`config.mk`:
```
export PLATFORM = sky130hd
export DESIGN_NAME = au_seq
export DESIGN_NICKNAME = d
export VERILOG_FILES = /design/src/rtl/au_pkg.sv /design/src/rtl/au_regfile.sv /design/src/rtl/au_seq.sv
export SDC_FILE = /design/constraint.sdc
export NUM_CORES = 1
export LEC_CHECK = 0
export BUFFER_PORTS_ARGS = -buffer_cell sky130_fd_sc_hd__buf_2
export CAP_MARGIN = 20
export CELL_PAD_IN_SITES_DETAIL_PLACEMENT = 1
export CELL_PAD_IN_SITES_GLOBAL_PLACEMENT = 2
export CORE_ASPECT_RATIO = 1.4
export CORE_UTILIZATION = 40
export DETAILED_ROUTE_END_ITERATION = 10
export PLACE_DENSITY = 0.91
export SYNTH_ARGS = -nofsm -noshare
export SYNTH_HDL_FRONTEND = slang
export SYNTH_SLANG_ARGS = --single-unit
```
`constraint.sdc`:
```
create_clock -name clk -period 4.4 [get_ports clk]
set_input_delay 0.88 -clock clk [delete_from_list [all_inputs] [get_ports clk]]
set_output_delay 0.88 -clock clk [all_outputs]
set_load 0.01 [all_outputs]
```
`src/rtl/au_pkg.sv`:
```
// Shared constants, codes and types for the au issue/writeback sequencer.
package au_pkg;

    localparam int W              = 24;
    localparam int FRAC           = 14;
    localparam int NREG           = 8;
    localparam int AW             = 3;
    localparam int TIMEOUT_CYCLES = 64;

    typedef enum logic [1:0] {
        OP_ADD = 2'b00,
        OP_SUB = 2'b01,
        OP_MUL = 2'b10,
        OP_DIV = 2'b11
    } au_op_e;

    typedef enum logic [1:0] {
        YSEL_S     = 2'b00,
        YSEL_IMM   = 2'b01,
        YSEL_RECIP = 2'b10,
        YSEL_ONE   = 2'b11
    } au_ysel_e;

    typedef enum logic [1:0] {
        S_IDLE,
        S_ISSUE,
        S_WAIT,
        S_WB
    } seq_state_e;

    // S9.14 sign-magnitude: bit 23 is the sign, 14 fraction bits.
    localparam logic [W-1:0] ONE      = 24'h004000;
    localparam logic [W-1:0] NEG_ZERO = 24'h800000;

endpackage

```
`src/rtl/au_regfile.sv`:
```
// Operand register file: one shared write port, two operand read ports and a host read port.
module au_regfile
    import au_pkg::*;
(
    input  logic          clk,
    input  logic          rst,
    input  logic          we,
    input  logic [AW-1:0] waddr,
    input  logic [W-1:0]  wdata,
    input  logic [AW-1:0] ra_r,
    output logic [W-1:0]  rd_r,
    input  logic [AW-1:0] ra_s,
    output logic [W-1:0]  rd_s,
    input  logic [AW-1:0] ra_h,
    output logic [W-1:0]  rd_h
);

    logic [W-1:0] mem [NREG];

    // NOTE: this array is small and built from flops, so clearing every entry on reset is intended; a RAM macro could not be reset this way.
    always_ff @(posedge clk) begin
        if (rst) begin
            for (int i = 0; i < NREG; i++) mem[i] <= '0;
        end else if (we) begin
            mem[waddr] <= wdata;
        end
    end

    assign rd_r = mem[ra_r];
    assign rd_s = mem[ra_s];
    assign rd_h = mem[ra_h];

endmodule

```
`src/rtl/au_seq.sv`:
```
// Issue/writeback sequencer: fetches operands, launches au, waits for done
// (bounded by TIMEOUT) and writes the result back to the register file.
module au_seq
    import au_pkg::*;
#(
    parameter int TIMEOUT = TIMEOUT_CYCLES
) (
    input  logic          clk,
    input  logic          rst,
    input  logic          instr_valid,
    output logic          instr_ready,
    input  logic [1:0]    instr_op,
    input  logic [1:0]    instr_ysel,
    input  logic [AW-1:0] instr_dst,
    input  logic [AW-1:0] instr_src_r,
    input  logic [AW-1:0] instr_src_s,
    input  logic [W-1:0]  instr_imm,
    input  logic          ld_en,
    input  logic [AW-1:0] ld_addr,
    input  logic [W-1:0]  ld_data,
    input  logic [AW-1:0] rd_addr,
    output logic [W-1:0]  rd_data,
    output logic          au_start,
    output logic [W-1:0]  au_r,
    output logic [W-1:0]  au_s,
    output logic [W-1:0]  au_iimm,
    output logic [1:0]    au_op_sel,
    output logic [1:0]    au_mul_y_sel,
    input  logic [W-1:0]  au_result,
    input  logic          au_done,
    input  logic          au_busy,
    output logic          seq_busy,
    output logic          wb_valid,
    output logic [AW-1:0] wb_addr,
    output logic          timeout_err
);

    localparam int CW = $clog2(TIMEOUT + 1);

    seq_state_e    state_q, state_d;
    logic [1:0]    op_q, ysel_q;
    logic [AW-1:0] dst_q, src_r_q, src_s_q;
    logic [W-1:0]  imm_q, result_q;
    logic [W-1:0]  r_hold_q, s_hold_q, imm_hold_q;
    logic [1:0]    op_hold_q, ysel_hold_q;
    logic [CW-1:0] cnt_q;
    logic          accept, timeout_hit, rf_we;
    logic [W-1:0]  rf_r, rf_s;

    // NOTE: every output of this block gets a default first so no path leaves a latch behind.
    always_comb begin
        state_d     = state_q;
        instr_ready = 1'b0;
        au_start    = 1'b0;
        timeout_hit = 1'b0;
        case (state_q)
            S_IDLE: begin
                instr_ready = !rst;
                if (instr_valid && !rst) state_d = S_ISSUE;
            end
            S_ISSUE: begin
                if (!au_busy) begin
                    au_start = 1'b1;
                    state_d  = S_WAIT;
                end
            end
            S_WAIT: begin
                if (au_done) begin
                    state_d = S_WB;
                end else if (cnt_q == CW'(TIMEOUT - 1)) begin
                    timeout_hit = 1'b1;
                    state_d     = S_IDLE;
                end
            end
            S_WB:    state_d = S_IDLE;
            default: state_d = S_IDLE;
        endcase
    end

    assign accept = instr_valid && instr_ready;

    // NOTE: all state here updates with non-blocking assignments so every register samples pre-edge values.
    always_ff @(posedge clk) begin
        if (rst) begin
            state_q     <= S_IDLE;
            op_q        <= '0;
            ysel_q      <= '0;
            dst_q       <= '0;
            src_r_q     <= '0;
            src_s_q     <= '0;
            imm_q       <= '0;
            result_q    <= '0;
            r_hold_q    <= '0;
            s_hold_q    <= '0;
            imm_hold_q  <= '0;
            op_hold_q   <= '0;
            ysel_hold_q <= '0;
            cnt_q       <= '0;
            timeout_err <= 1'b0;
        end else begin
            state_q <= state_d;
            if (accept) begin
                op_q    <= instr_op;
                ysel_q  <= instr_ysel;
                dst_q   <= instr_dst;
                src_r_q <= instr_src_r;
                src_s_q <= instr_src_s;
                imm_q   <= instr_imm;
            end
            if (au_start) begin
                r_hold_q    <= rf_r;
                s_hold_q    <= rf_s;
                imm_hold_q  <= imm_q;
                op_hold_q   <= op_q;
                ysel_hold_q <= ysel_q;
                cnt_q       <= '0;
            end else if (state_q == S_WAIT) begin
                cnt_q <= cnt_q + CW'(1);
            end
            if (state_q == S_WAIT && au_done) result_q <= au_result;
            if (timeout_hit) timeout_err <= 1'b1;
        end
    end

    // Operands are shown live during ISSUE so au sees them with start, then held until the next issue.
    assign au_r         = (state_q == S_ISSUE) ? rf_r   : r_hold_q;
    assign au_s         = (state_q == S_ISSUE) ? rf_s   : s_hold_q;
    assign au_iimm      = (state_q == S_ISSUE) ? imm_q  : imm_hold_q;
    assign au_op_sel    = (state_q == S_ISSUE) ? op_q   : op_hold_q;
    assign au_mul_y_sel = (state_q == S_ISSUE) ? ysel_q : ysel_hold_q;

    assign seq_busy = (state_q != S_IDLE);
    assign wb_valid = (state_q == S_WB);
    assign wb_addr  = dst_q;
    assign rf_we    = wb_valid || (ld_en && state_q == S_IDLE);

    au_regfile u_regfile (
        .clk   (clk),
        .rst   (rst),
        .we    (rf_we),
        .waddr (wb_valid ? dst_q : ld_addr),
        .wdata (wb_valid ? result_q : ld_data),
        .ra_r  (src_r_q),
        .rd_r  (rf_r),
        .ra_s  (src_s_q),
        .rd_s  (rf_s),
        .ra_h  (rd_addr),
        .rd_h  (rd_data)
    );

endmodule

```
==> results_dict.tcl, run 1 <==
set metrics [dict create \
    grt-ovfl-total 0 \
    seq_area_frac_synth 0.475 \
    fp.dieW_um 184 \
    post-route-min-period_ps 3810 \
    peakVddDrop_mv 0.339 \
    yosys.area.top_type_share 0.310 \
    ys_seq_elements 345 \
    cp_max_fo 33 \
    synth.top_cells.by_area "sky130_fd_sc_hd__edfxtp_1 31%, sky130_fd_sc_hd__dfxtp_1 16%, sky130_fd_sc_hd__mux2_2 9.0%" \
    max-cap-violations 0 \
    fillCellCount 4914 \
    timing_worst_slew_pin_value_ps 1190 \
    layout-drive-gt1-share 0.320 \
    dieHeight_um 257 \
    layout_worst_path_cycle_share 0.866 \
    multiInputGateArea_um2 8930 \
    ys_dominant_reg_cell "sky130_fd_sc_hd__edfxtp_1" \
    grtUsageTotal 0.256 \
    via_count 14400 \
    async_reset_ff_frac 0 \
    row_count 93 \
    run_status "finished, final reports clean" \
    drt_wl_total_um 60300 \
    tritoncts_clock_tree "built" \
    detail_route.vias_per_cell 5.94 \
    nets 1869 \
    timing.critical_path.required_ps 3520 \
    arrival_ps 2930 \
    post_syn_instances 1647 \
    ant_nets 0 \
    finalHoldViolCount 0 \
    number_of_synthesis_warnings 0 \
    synthesis.area_um2 18600 \
    cts_setup_buffers 0 \
    routedWlPerCell_um 24.9 \
    cts_made_buffers 38 \
    grt_pass1_wl_um 92600 \
    setup_slack_on_the_worst_flop_to_flop_path_ps 1150 \
    drc 0 \
    flow.area_growth_from_synthesis_pct 14.8 \
    startpoint_type "flip-flop" \
    synth_nets 1745 \
    tns_ps 0 \
    p_per_area_nw_per_um2 401 \
    worst_hold_path_type "flip-flop to flip-flop" \
    dp_hpwl_um 38100 \
    layout_commonest_cell "sky130_fd_sc_hd__nand2_1" \
    drt_iter0_markers 956 \
    cts.sinks 345 \
    floorplan.die_area_um2 47300 \
    number_of_hold_buffers_added_after_cts 0 \
    timing.critical_path.to_type "output port" \
    post-route-cell-area_um2 21300 \
    post_cts_resize_count 0 \
    rsz0062_at_grt "no" \
    gp_congestion 0.800 \
    dr.pass1.iters 5 \
    post_synth_num_cell_types 55 \
    cts_root_buf "sky130_fd_sc_hd__clkbuf_16" \
    whs_ps 454 \
    report.final.slew_viol_count 0 \
    grt_start_max_net_pins 79 \
    leakage_nw 7.61 \
    clock_tree.htree_level_count 2 \
    initial_cell_density_of_the_core 0.404 \
    number_of_synthesized_flops_with_an_enable_pin 192 \
    cts-root-to-sink-buffers 3 \
    io_buffers 204 \
    setup_viol_count_final 0 \
    yosys.area.top_type "sky130_fd_sc_hd__edfxtp_1" \
    coreArea_um2 46000 \
    ff_latch_area_um2 8840 \
    clkLatencyLatePin_ps 550 \
    worst_case_headroom_to_the_max_slew_limit 0.206 \
    final.setup_skew_ps 16.6 \
    design.portCount 205 \
    max_clock_freq_ghz 0.263 \
    grt_antenna_before_repair 9 \
    clk_pin_slew_ps 60 \
    dpl-instance-area_um2 19900 \
    number_of_global_route_vias_before_repair 15400 \
    mostFrequentLayoutCells "232 x sky130_fd_sc_hd__nand2_1, 203 x sky130_fd_sc_hd__buf_2, 192 x sky130_fd_sc_hd__edfxtp_1" \
    crit_type "flip-flop to output port" \
    postSynthAreaPerCell_um2 11.3 \
]
==> synth_stat cells (3+ instances only) <==
cell and count:
sky130_fd_sc_hd__buf_2 54, sky130_fd_sc_hd__buf_4 8, sky130_fd_sc_hd__nor3_2 4, sky130_fd_sc_hd__o2bb2ai_1 10, sky130_fd_sc_hd__mux4_2 48, sky130_fd_sc_hd__nor3_1 140
sky130_fd_sc_hd__nand2b_1 3, sky130_fd_sc_hd__a31oi_2 3, sky130_fd_sc_hd__o21ai_0 47, sky130_fd_sc_hd__nand2_1 232, sky130_fd_sc_hd__o22ai_1 43, sky130_fd_sc_hd__clkbuf_1 56
sky130_fd_sc_hd__buf_6 29, sky130_fd_sc_hd__inv_1 5, sky130_fd_sc_hd__mux2i_4 19, sky130_fd_sc_hd__o31ai_1 76, sky130_fd_sc_hd__nor2_1 57, sky130_fd_sc_hd__buf_1 5
sky130_fd_sc_hd__dfxtp_1 153, sky130_fd_sc_hd__mux2i_1 103, sky130_fd_sc_hd__a22o_1 43, sky130_fd_sc_hd__nor2b_1 3, sky130_fd_sc_hd__o31ai_2 20, sky130_fd_sc_hd__or3_1 4
sky130_fd_sc_hd__mux2_2 148, sky130_fd_sc_hd__a21oi_1 57, sky130_fd_sc_hd__nand3_1 49, sky130_fd_sc_hd__edfxtp_1 192
==> cells by family after synthesis <==
group,synth area share
buf+inv,0.0515
xor+xnor,0.000943
flops,0.475
compound gates,0.120
mux,0.226
simple gates,0.125
fa+ha+maj,0.000673
==> path summary, 6_finish.rpt <==
kind | endpoint | startpoint | depth (start not counted)
max reg2reg | u_regfile.mem[5][13]$_SDFFCE_PN0P_ | state_q[0]$_SDFFE_PP0P_ | 4
min reg2reg | imm_hold_q[5]$_SDFFE_PP0P_ | imm_hold_q[5]$_SDFFE_PP0P_ | 2
max | au_s[0] | state_q[0]$_SDFFE_PP0P_ | 4
min | imm_hold_q[5]$_SDFFE_PP0P_ | imm_hold_q[5]$_SDFFE_PP0P_ | 2
==> stage by stage <==
stage	setup slack (ps)	total power, mW	std cells	utilization
2_1_floorplan	789	4.58	1647	-
3_3_place_gp	897	5.00	2347	0.433
3_5_place_dp	861	5.06	2348	0.434
4_1_cts	601	8.60	2418	0.464
5_1_grt	506	8.79	2420	0.464
6_report	591	8.55	2421	0.464
==> critical path, stage by stage, from the launching register on <==
cell,delay [ps]
sky130_fd_sc_hd__dfxtp_1,930
sky130_fd_sc_hd__nand2b_4,280
sky130_fd_sc_hd__buf_4,330
sky130_fd_sc_hd__o31ai_1,580
sky130_fd_sc_hd__buf_2,240
==> power by group <==
part | internal, mW | total, mW | switching, mW | leakage (nW)
clock | 2.15 | 3.55 | 1.40 | 0.685
sequential | 3.55 | 3.70 | 0.150 | 3.23
combinational | 0.521 | 1.30 | 0.781 | 3.69
==> registers in the layout (all words and copies together) (netlist names), 3 cells and up, named ones only <==
name / count
r_hold_q: 24
src_s_q: 3
wb_addr: 3
u_regfile.mem: 192
imm_q: 24
src_r_q: 3
imm_hold_q: 24
s_hold_q: 24
result_q: 24
cnt_q: 7
==> routing by layer <==
layer  track usage  part of all wire  up-vias
li1              -                 -     6456
met1         0.294              0.37     7195
met2         0.449              0.50      559
met3        0.0572             0.077      160
met4         0.115             0.043       12
met5             0            0.0011        -
==> final cells by class <==
cell class,count,area share
Multi-Input combinational cell,1139,0.419
Clock inverter,18,0.0111
Inverter,7,0.00129
Timing Repair Buffer,240,0.0640
Tap cell,617,0.0362
Clock buffer,52,0.0541
Antenna cell,3,0.000352
Sequential cell,345,0.414
No activity file was read; power rests on OpenSTA's default activity.
==> run 2, diff against run 1 <==
--- a/config.mk
+++ b/config.mk
@@ -12,7 +12,8 @@
 export CORE_ASPECT_RATIO = 1.4
 export CORE_UTILIZATION = 40
 export DETAILED_ROUTE_END_ITERATION = 10
-export PLACE_DENSITY = 0.91
+export PLACE_DENSITY = 0.9
 export SYNTH_ARGS = -nofsm -noshare
 export SYNTH_HDL_FRONTEND = slang
+export SYNTH_HIERARCHICAL = 1
 export SYNTH_SLANG_ARGS = --single-unit
==> run 2 against run 1 <==
  * Via count decreased by 9.5%
  * Sequential power is 2% lower
  * Synthesized cell count decreased by 9.6%
  * Core utilization grew 0.23 points
  * Non-clock buffer count up 7
  * Power down 5.7%
==> results_dict.tcl, run 2 <==
set metrics [dict create \
    floorplan.die_area_um2 46400 \
    timing.critical_path.to_type "output port" \
    grt_antenna_before_repair 1 \
    detail_route.vias_per_cell 5.73 \
    fillCellCount 4724 \
    synthesis.area_um2 18200 \
    final_core_density 0.466 \
    post_syn_instances 1489 \
    clkLatencyLatePin_ps 550 \
    number_of_hold_buffers_added_after_cts 0 \
    dpl-instance-area_um2 19700 \
    p_per_area_nw_per_um2 384 \
    gp_congestion 0.809 \
    yosys.area.top_type "sky130_fd_sc_hd__edfxtp_1" \
    ys_seq_elements 339 \
    route.met3.wl_um 3140 \
    async_reset_ff_frac 0 \
    coreArea_um2 45000 \
    grt_start_max_net_pins 79 \
    crit_type "flip-flop to output port" \
    mostFrequentLayoutCells "259 x sky130_fd_sc_hd__nand2_1, 203 x sky130_fd_sc_hd__buf_2, 192 x sky130_fd_sc_hd__nor3_1, 192 x sky130_fd_sc_hd__edfxtp_1, 143 x sky130_fd_sc_hd__dfxtp_1" \
    critical_path.max_stage_delay_ps 750 \
    via_count 13000 \
    design.portCount 205 \
    cts_made_buffers 37 \
    synth_commonest_cells "259 x sky130_fd_sc_hd__nand2_1, 192 x sky130_fd_sc_hd__edfxtp_1, 192 x sky130_fd_sc_hd__nor3_1" \
    arrival_ps 2940 \
    number_of_synthesized_flops_with_an_enable_pin 192 \
    finalHoldViolCount 0 \
    flow.area_growth_from_synthesis_pct 15.2 \
    initial_cell_density_of_the_core 0.405 \
    highest-signal-layer "met4" \
    route.met2.wl_um 27100 \
    report.final.slew_viol_count 0 \
    crit_family "multiplexers" \
    timing.critical_path.required_ps 3520 \
    post_cts_resize_count 0 \
    layout_worst_path_cycle_share 0.869 \
    tns_ps 0 \
    max_clock_freq_ghz 0.262 \
    post-route-cell-area_um2 21000 \
    worst_case_headroom_to_the_max_slew_limit 0.367 \
    routedWlPerCell_um 23.7 \
    largest_register_ffs 192 \
    tritoncts_clock_tree "built" \
    cpMaxStageDelayCell "sky130_fd_sc_hd__dfxtp_4" \
    grt_pass1_wl_um 82900 \
    ant_nets 0 \
    dieHeight_um 255 \
    cts.sinks 339 \
    grtUsageTotal 0.234 \
    layout.cells.non_filler 2272 \
    drt_wl_total_um 53900 \
    setup_viol_count_final 0 \
    postSynthAreaPerCell_um2 12.2 \
    most_instantiated_library_cell_after_synthesis "sky130_fd_sc_hd__nand2_1" \
    worst_hold_path_type "flip-flop to flip-flop" \
    cts_setup_buffers 0 \
    nets 1730 \
    cp_max_fo 29 \
    row_count 92 \
    run_status "finished, final reports clean" \
    grt-ovfl-total 0 \
    dr.pass1.iters 7 \
    cts-root-to-sink-buffers 3 \
    cts_root_buf "sky130_fd_sc_hd__clkbuf_16" \
    leakage_nw 7.47 \
    largest-register "u_regfile/mem" \
    dp_hpwl_um 37200 \
    fp.dieW_um 182 \
    yosys.area.top_type_share 0.317 \
    detail_route.wirelength.met1_um 21300 \
    layout_commonest_cell "sky130_fd_sc_hd__nand2_1" \
    clock_tree.htree_level_count 2 \
    io_buffers 204 \
    max-cap-violations 0 \
    layout-drive-gt1-share 0.417 \
    clk_pin_slew_ps 60 \
    synth.top_cells.by_area "sky130_fd_sc_hd__edfxtp_1 32%, sky130_fd_sc_hd__mux4_2 17%, sky130_fd_sc_hd__dfxtp_1 16%" \
    peakVddDrop_mv 0.231 \
    number_of_synthesis_warnings 6 \
    ys_dominant_reg_cell "sky130_fd_sc_hd__edfxtp_1" \
    rsz0062_at_grt "no" \
    post-route-min-period_ps 3820 \
    drc 0 \
    timing.critical_path.cells "buf_12 -> mux4_2 -> mux2_2 -> mux2_2 -> buf_2" \
    placedCellCount 2203 \
    worst_slack_ps 578 \
    total_power_mw 8.06 \
    seq_area_frac_synth 0.478 \
    post_synth_num_cell_types 42 \
    cp_common_cell "sky130_fd_sc_hd__mux2_2" \
    startpoint_type "flip-flop" \
    timing_worst_slew_pin_value_ps 950 \
    drt_iter0_markers 790 \
    synth_nets 1587 \
    final.setup_skew_ps 20.8 \
    pre_cts_slack_ps 1070 \
    number_of_global_route_vias_before_repair 13800 \
    critPathBufInv 2 \
    whs_ps 453 \
]
## run 2: layout make-up
type	instances	area [µm²]	share of cell area
Sequential cell	339	8720	0.415
Antenna cell	1	2.50	0.000119
Clock inverter	24	272	0.0129
Inverter	29	114	0.00543
Tap cell	611	764	0.0364
Clock buffer	43	991	0.0472
Timing Repair Buffer	247	1480	0.0705
Multi-Input combinational cell	978	8650	0.412
## run 2: tightest hold or removal path, cell delays in order, from the launching register on
cell                      delay (ps)
sky130_fd_sc_hd__dfxtp_1         310
sky130_fd_sc_hd__nand2_1          50
sky130_fd_sc_hd__a21oi_1          50
## run 2: cells by family after synthesis
logic type                 Yosys count  synth area share
AOI/OAI and AO/OA                  157            0.0508
xor gates and xnor gates             2          0.000962
adders and majority gates            1          0.000687
buffers and inverters              172            0.0499
DFF                                339             0.478
muxes                              320             0.297
and+or+nand+nor                    498             0.123
## run 2: per-layer routing
layer,vias up,GRT usage
met5,-,0
met4,0,0.112
met3,135,0.0378
met2,509,0.410
met1,6535,0.281
li1,5833,-
## run 2: worst paths after layout
kind | start | endpoint | slack (ps) | cells past startpoint
hold / removal | imm_hold_q[11]$_SDFFE_PP0P_ | imm_hold_q[11]$_SDFFE_PP0P_ | 450 | 2
setup / recovery | src_s_q[0]$_SDFFE_PP0P_ | au_s[4] | 580 | 5
setup reg to reg | state_q[1]$_SDFFE_PP0P_ | u_regfile/mem[5][2]$_SDFFCE_PN0P_ | 1130 | 6
hold reg to reg | imm_hold_q[11]$_SDFFE_PP0P_ | imm_hold_q[11]$_SDFFE_PP0P_ | 450 | 2
## run 2: report_power, final
| group | total, mW | switching, mW | internal (mW) |
|---|---|---|---|
| clock network | 3.26 | 1.34 | 1.92 |
| logic | 1.19 | 0.637 | 0.556 |
| registers | 3.61 | 0.130 | 3.48 |
==> run 3, diff against run 2 <==
--- a/config.mk
+++ b/config.mk
@@ -13,6 +13,7 @@
 export CORE_UTILIZATION = 40
 export DETAILED_ROUTE_END_ITERATION = 10
 export PLACE_DENSITY = 0.9
+export RECOVER_POWER = 50
 export SYNTH_ARGS = -nofsm -noshare
 export SYNTH_HDL_FRONTEND = slang
 export SYNTH_HIERARCHICAL = 1
==> run 3 against run 2 <==
  * The flow now finishes with violations (capacitance limit, slew limit)
  * Clock skew fell by 2.7 ps
  * Register-to-register slack lost 670 ps
  * Highest routed layer unchanged
  * Flip-flop and latch count unchanged
==> results_dict.tcl, run 3 (synthesized netlist as in run 2, its figures left out) <==
set metrics [dict create \
    run_status "finished, violations left" \
    failed_checks "capacitance limit, slew limit" \
    cts_root_buf "sky130_fd_sc_hd__clkbuf_16" \
    nets 1730 \
    layout-drive-gt1-share 0.398 \
    dr.pass1.iters 5 \
    crit_type "flip-flop to flip-flop" \
    number_of_hold_buffers_added_after_cts 0 \
    post-route-min-period_ps 3940 \
    dp_hpwl_um 37200 \
    row_count 92 \
    p_per_area_nw_per_um2 387 \
    detail_route.vias_per_cell 5.73 \
    max_clock_freq_ghz 0.254 \
    routedWlPerCell_um 23.8 \
    report.final.slew_viol_count 113 \
    grt-ovfl-total 0 \
    design.portCount 205 \
    number_of_global_route_vias_before_repair 13800 \
    worst_r2r_endpoint "u_regfile/mem[2][10]$_SDFFCE_PN0P_" \
    worst_hold_path_type "flip-flop to flip-flop" \
    post_cts_resize_count 0 \
    max-cap-violations 2 \
    layout_worst_path_cycle_share 0.895 \
    layout.cells.non_filler 2272 \
    finalHoldViolCount 0 \
    mostFrequentLayoutCells "259 x sky130_fd_sc_hd__nand2_1, 197 x sky130_fd_sc_hd__buf_2, 192 x sky130_fd_sc_hd__nor3_1, 192 x sky130_fd_sc_hd__edfxtp_1, 143 x sky130_fd_sc_hd__dfxtp_1" \
    drc 0 \
    largest_register_ffs 192 \
    grt_pass1_wl_um 82900 \
    dieHeight_um 255 \
    flow.area_growth_from_synthesis_pct 14.3 \
    hold_end "result_q[13]$_SDFFE_PP0P_" \
    gp_congestion 0.809 \
    clock_tree.htree_level_count 2 \
    floorplan.die_area_um2 46400 \
    cts_setup_buffers 0 \
    setup_slack_on_the_worst_flop_to_flop_path_ps 460 \
    via_count 13000 \
    initial_cell_density_of_the_core 0.405 \
    worst_setup_startpoint "state_q[1]$_SDFFE_PP0P_" \
    io_buffers 204 \
    final_core_density 0.463 \
    cts-root-to-sink-buffers 3 \
    timing_worst_slew_pin_value_ps 1800 \
    critical_path.reg2reg.startpoint "state_q[1]$_SDFFE_PP0P_" \
    worstHoldStart "result_q[13]$_SDFFE_PP0P_" \
    layout_commonest_cell "sky130_fd_sc_hd__nand2_1" \
    cp_max_fo 34 \
    timing.critical_path.required_ps 4690 \
    timing.critical_path.to_type "flip-flop" \
    grt_antenna_before_repair 1 \
    grtUsageTotal 0.234 \
    whs_path_cells 2 \
    cts_made_buffers 37 \
    fillCellCount 4760 \
    drt_wl_total_um 54000 \
    worst_case_headroom_to_the_max_slew_limit -0.203 \
    largest-register "u_regfile/mem" \
    tns_ps 0 \
    rsz0062_at_grt "no" \
    leakage_nw 7.38 \
    peakVddDrop_mv 0.230 \
    drt_iter0_markers 872 \
    grt_start_max_net_pins 79 \
    placedCellCount 2203 \
    final.setup_skew_ps 18.0 \
    clkLatencyLatePin_ps 550 \
    ant_nets 0 \
    tritoncts_clock_tree "built" \
    whs_ps 453 \
    cts.sinks 339 \
    setup_viol_count_final 0 \
    coreArea_um2 45000 \
    clk_pin_slew_ps 60 \
    startpoint_type "flip-flop" \
    dpl-instance-area_um2 19700 \
    rr_worst_depth 7 \
    arrival_ps 4220 \
    post-route-cell-area_um2 20800 \
    fp.dieW_um 182 \
]
==> run 3: routing by layer <==
layer | part of all wire | track usage | up-vias
li1 | - | - | 5839
met1 | 0.40 | 0.281 | 6570
met2 | 0.50 | 0.410 | 475
met3 | 0.053 | 0.0378 | 132
met4 | 0.043 | 0.112 | 0
met5 | 0 | 0 | -
==> run 3: worst max-delay path by stage <==
stage,cells after the start,slack [ps],end
final,7,460,u_regfile/mem[2][10]$_SDFFCE_PN0P_
after CTS,5,540,au_s[4]
after global routing,7,280,u_regfile/mem[2][5]$_SDFFCE_PN0P_
after floorplan,5,920,u_regfile/mem[0][0]$_SDFFCE_PN0P_
after global placement,5,1120,rd_data[0]
after detailed placement,5,1070,rd_data[23]
==> run 3: critical path, stage by stage (launching register included) <==
cell and delay (ps):
sky130_fd_sc_hd__dfxtp_1 560, sky130_fd_sc_hd__nand2_1 220, sky130_fd_sc_hd__buf_4 320, sky130_fd_sc_hd__mux2_1 330, sky130_fd_sc_hd__or2_0 920, sky130_fd_sc_hd__clkbuf_2 840, sky130_fd_sc_hd__o21bai_2 170, sky130_fd_sc_hd__buf_4 290
==> run 3: power breakdown <==
| group | internal [mW] | switching (mW) | leakage [nW] |
|---|---|---|---|
| combinational | 0.544 | 0.634 | 3.58 |
| clock | 1.92 | 1.34 | 0.618 |
| sequential | 3.48 | 0.131 | 3.19 |
==> run 3: through the flow <==
| step | total power, mW | setup slack, ps |
|---|---|---|
| after CTS | 8.15 | 535 |
| after detailed placement | 4.86 | 1070 |
| final | 8.05 | 461 |
| after floorplan | 4.46 | 923 |
| after global routing | 8.31 | 278 |
| after global placement | 4.81 | 1120 |
==> run 3: cell type report <==
class                           count  area (µm²)  share of cell area
Tap cell                          611         764              0.0367
Clock buffer                       43         991              0.0476
Clock inverter                     24         272              0.0130
Inverter                           29         110             0.00529
Multi-Input combinational cell    978        8590               0.412
Sequential cell                   339        8720               0.419
Timing Repair Buffer              247        1380              0.0664
Antenna cell                        1        2.50            0.000120
